==> config.mk <==
export PLATFORM = sky130hd
export DESIGN_NAME = mantissa_normalizer
export DESIGN_NICKNAME = d
export VERILOG_FILES = /design/src/rtl/fp_norm_pkg.sv /design/src/rtl/leading_zero_counter.sv /design/src/rtl/mantissa_normalizer.sv
export SDC_FILE = /design/constraint.sdc
export NUM_CORES = 1
export LEC_CHECK = 0
export ABC_AREA = 1
export BUFFER_PORTS_ARGS = -buffer_cell sky130_fd_sc_hd__buf_4
export CAP_MARGIN = 25
export CORE_MARGIN = 2
export CORE_UTILIZATION = 49
export DETAILED_ROUTE_END_ITERATION = 16
export GPL_TIMING_DRIVEN = 0
export PLACE_DENSITY = 0.74
export RECOVER_POWER = 50
export SYNTH_ARGS = -nofsm -noshare
export SYNTH_HDL_FRONTEND = slang
export SYNTH_SLANG_ARGS = --single-unit
==> constraint.sdc <==
create_clock -name clk -period 1.6 [get_ports clk]
set_input_delay 0.08 -clock clk [delete_from_list [all_inputs] [get_ports clk]]
set_output_delay 0.08 -clock clk [all_outputs]
set_load 0.01 [all_outputs]
==> src/rtl/fp_norm_pkg.sv <==
// fp_norm_pkg: shared widths, stage-A record and case encoding for the mantissa normalizer
package fp_norm_pkg;
  localparam int SUM_W = 25;
  localparam int MANT_W = 24;
  localparam int EXP_W = 8;
  localparam int SHIFT_W = 5;
  typedef struct packed {
    logic [SUM_W-1:0] sum;
    logic [EXP_W-1:0] exp;
    logic [SHIFT_W-1:0] lzc;
  } stage_a_t;
  typedef enum logic [1:0] {CARRY, ZERO, NORM, SHIFT} norm_case_t;
endpackage

==> src/rtl/leading_zero_counter.sv <==
// leading_zero_counter: counts leading zeros of a word, returns W for an all-zero input
module leading_zero_counter #(
  parameter int W = 24,
  parameter int CW = 5
) (
  input  logic [W-1:0]  value,
  output logic [CW-1:0] count
);
  always_comb begin
    count = CW'(W);
    for (int i = 0; i < W; i++)
      if (value[i]) count = CW'(W - 1 - i);
  end
endmodule

==> src/rtl/mantissa_normalizer.sv <==
// mantissa_normalizer: two-stage valid/ready significand normalizer for the FP adder.
// Optional NORM_DENORM_CLAMP_EN limits the left shift so the exponent stays >= 1.
module mantissa_normalizer
  import fp_norm_pkg::*;
#(
  parameter int SUM_W = 25,
  parameter int MANT_W = 24,
  parameter int EXP_W = 8,
  parameter int SHIFT_W = 5
) (
  input  logic               clk,
  input  logic               flush,
  input  logic               in_valid,
  output logic               in_ready,
  input  logic [SUM_W-1:0]   sum_in,
  input  logic [EXP_W-1:0]   exp_in,
  output logic               out_valid,
  input  logic               out_ready,
  output logic [MANT_W-1:0]  mant_out,
  output logic               sticky_out,
  output logic               enable,
  output logic               increment_mode,
  output logic [SHIFT_W-1:0] increment_value,
  output logic               zero_out
);
  logic valid_a;
  stage_a_t a;
  logic [SHIFT_W-1:0] lzc;
  logic stage_b_ready;
  norm_case_t kind;
  logic [SHIFT_W-1:0] sh;
  leading_zero_counter #(.W(MANT_W), .CW(SHIFT_W)) u_lzc (
    .value(sum_in[MANT_W-1:0]),
    .count(lzc)
  );
  assign stage_b_ready = !out_valid || out_ready;
  assign in_ready = (!valid_a || stage_b_ready) && !flush;
  assign kind = a.sum[SUM_W-1] ? CARRY : a.sum == '0 ? ZERO : a.sum[MANT_W-1] ? NORM : SHIFT;
`ifdef NORM_DENORM_CLAMP_EN
  logic [EXP_W-1:0] exp_room;
  assign exp_room = a.exp - EXP_W'(1);
  assign sh = (a.exp <= EXP_W'(1)) ? '0 :
              (EXP_W'(a.lzc) < exp_room) ? a.lzc : SHIFT_W'(exp_room);
`else
  logic unused_exp;
  assign unused_exp = ^a.exp;
  assign sh = a.lzc;
`endif
  always_ff @(posedge clk) begin
    if (flush) begin
      valid_a <= 1'b0;
      a <= '0;
      out_valid <= 1'b0;
      mant_out <= '0;
      sticky_out <= 1'b0;
      enable <= 1'b0;
      increment_mode <= 1'b0;
      increment_value <= '0;
      zero_out <= 1'b0;
    end else begin
      if (in_ready) begin
        valid_a <= in_valid;
        if (in_valid) a <= '{sum: sum_in, exp: exp_in, lzc: lzc};
      end
      if (stage_b_ready) begin
        out_valid <= valid_a;
        if (valid_a) begin
          mant_out <= kind == CARRY ? a.sum[SUM_W-1:1] :
                      kind == SHIFT ? a.sum[MANT_W-1:0] << sh : a.sum[MANT_W-1:0];
          sticky_out <= kind == CARRY && a.sum[0];
          enable <= kind == CARRY || (kind == SHIFT && sh != '0);
          increment_mode <= kind == SHIFT && sh != '0;
          increment_value <= kind == SHIFT ? sh : '0;
          zero_out <= kind == ZERO;
        end
      end
    end
  end
endmodule

==> impl_metrics.tcl <==
set metrics [dict create \
    crit_type "reg2reg" \
    synthFlopType "dfxtp_1" \
    setup_tns_ps -11910 \
    syn-num-nets 675 \
    required_ps 1880 \
    violations "negative setup slack" \
    synth_cell_types 34 \
    mostFrequentLayoutCells "136 x nand2_1, 60 x o21ai_0, 57 x buf_4, 55 x a21oi_1, 54 x inv_1" \
    syn_inst 638 \
    grtUsageTotal_pct 35.1 \
    hp-class "in2reg" \
    arrival_ps 2400 \
    cts_made_buffers 9 \
    ir_worst_vdd_v 0.000400 \
    p_total_mw 4.38 \
    cp-start-kind "register" \
    drcViolationCount 0 \
    io_pins 72 \
    fmax_mhz 470 \
    cts_root_buffer "clkbuf_8" \
    outcome "finished, violations left" \
    clk_transition_reported_paths_ps 90 \
    grt_max_degree 13 \
    synth_edf_count 0 \
    worst_pin_slew_ps 656 \
    power_density_mw_per_mm2 842 \
    num_antenna_cells 0 \
    clkSinkCount 65 \
    final_layout_size_suffix_gt1_share_pct 23.4 \
    final_cells 847 \
    leakagePower_nw 2.12 \
    clk_path_buf_depth 2 \
    synth_warnings 0 \
    area_growth_pct 30.3 \
    clk_latency_ps 360 \
    syn_avg_cell_area_um2 6.25 \
    die_area_mm2 0.00888 \
    ys_seq_area_share_pct 32.6 \
    place.gp.congestion 1.01 \
    drv_slew 0 \
    fin_ws_ps -527 \
    hold_viol_final 0 \
    slowest_stage "dfxtp_4" \
    synth_area_leaders "dfxtp_1 33%, o21ai_0 13%, nand2_1 13%" \
    design.core.area_mm2 0.00781 \
    rsz0062_at_grt "yes" \
    h-tree-depth 3 \
    slew_headroom_pct 56.2 \
    grt_pass1_wl_um 23800 \
    max-cap-violations 0 \
    slowest_delay_ps 380 \
    die_y_um 94.2 \
    synth-seq-cells 65 \
    placed_cells 803 \
    row_count 32 \
    dp.final_hpwl_um 11300 \
    worstPathMaxFanout 10 \
    grt_pass1_vias 4618 \
    final_net_count 777 \
    path_cells "inv_4 > nand4_1 > nor4_2 > nand4_1 > nand2_2 > buf_6 > buf_12 > o21ai_1 > o21ai_1 > o211ai_1 > a21oi_1" \
    start_util_pct 51.1 \
    vias 5036 \
    grt_antenna_before_repair 0 \
    grt-ovfl-total 0 \
    die_x_um 94.2 \
    critPathCaptureType "register" \
    fillCellCount 793 \
    hold_ws_ps 9.04 \
    clock_skew_ps 23.9 \
    layout_commonest_cell "nand2_1" \
    finish.utilization_pct 66.6 \
    drtAntennaViolNets 0 \
    wire_per_inst_um 18.1 \
    async_flop_share_pct 0 \
    viasPerCell 5.95 \
    dr.pass1.iters 5 \
    final_cell_area_mm2 0.00520 \
    yosysTopAreaCell "dfxtp_1" \
    min_period_ps 2130 \
    drtIter0Drc 437 \
    syn_area_mm2 0.00399 \
    wirelength_um 15300 \
    fin_crit_sh_pct 133 \
    setup_viol 31 \
    yosysTopAreaCellShare_pct 32.6 \
    port_buffers 63 \
    place_ws_ps -644 \
    place_area_mm2 0.00461 \
    cts_tree "built" \
]
-- per-layer routing --
metal | vias to the layer above | GRT usage (%) | share of wire (%)
met5 | - | 0 | 0
met4 | 0 | 15.2 | 4.4
met3 | 55 | 4.25 | 8.1
met2 | 291 | 58.8 | 47
met1 | 2335 | 45.4 | 41
li1 | 2355 | - | -
-- cell usage after synthesis (4+ instances only) --
master	number
nand2_1	138
o21ai_0	104
inv_1	72
dfxtp_1	65
a21oi_1	60
nand3_1	45
nor2_1	38
clkbuf_1	25
buf_2	14
o211ai_1	13
o21ai_1	9
mux2i_1	7
nand4_1	5
nor3_1	5
nor4_1	5
o22ai_1	5
o221ai_1	4
-- cell type report --
| cell class | count | area [um^2] | share of cell area (%) |
|---|---|---|---|
| Buffer | 42 | 283 | 5.44 |
| Clock buffer | 10 | 138 | 2.65 |
| Clock inverter | 6 | 66.3 | 1.28 |
| Inverter | 76 | 299 | 5.75 |
| Multi-Input combinational cell | 454 | 2350 | 45.3 |
| Sequential cell | 65 | 1360 | 26.2 |
| Tap cell | 102 | 128 | 2.45 |
| Timing Repair Buffer | 92 | 571 | 11.0 |
-- kinds of logic (layout without fill, tap and decap cells) --
family / after synthesis / after routing / share of synthesized area (%)
and+or+nand+nor: 239 / 239 / 25.0
AOI/OAI and AO/OA: 208 / 208 / 28.4
muxes: 7 / 7 / 1.76
DFF: 65 / 65 / 32.6
buffers and inverters: 119 / 226 / 12.2
-- report_power, final --
part | internal (mW) | switching (mW)
sequential | 1.70 | 0.112
combinational | 0.413 | 0.651
clock | 0.769 | 0.731
-- path summary, 6_finish.rpt --
kind                                          from            endpoint  slack (ps)  depth (start not counted)
worst max register to register               a[13]        mant_out[11]        -530                         11
worst max-delay path                         a[13]        mant_out[11]        -530                         11
worst min-delay path                    sum_in[15]               a[28]           9                          3
worst min register to register  increment_value[3]  increment_value[3]         470                          2
-- sequential cells by signal, indices dropped and copies added (netlist names) --
| register | cells |
|---|---|
| a | 25 |
| enable | 1 |
| increment_mode | 1 |
| increment_value | 5 |
| mant_out | 24 |
| out_valid | 1 |
| sh | 5 |
| sticky_out | 1 |
| valid_a | 1 |
| zero_out | 1 |
-- what timing repair did --
action                                  4_1_cts  5_1_grt
resized for setup                           105       56
endpoints found under the setup margin       54       55
endpoints found under the hold margin         1        0
hold buffers                                  1        0
pin swaps                                    14       15
buffers inserted                             16       15
gates cloned                                  1        0
-- worst max-delay path: cells and delay by family, from the launching register on --
kind	cells	cell delay, ps
and+or+nand+nor	4	850
AOI/OAI and AO/OA	4	470
DFF	1	380
buffers and inverters	3	360
No activity file was read; power rests on OpenSTA's default activity.
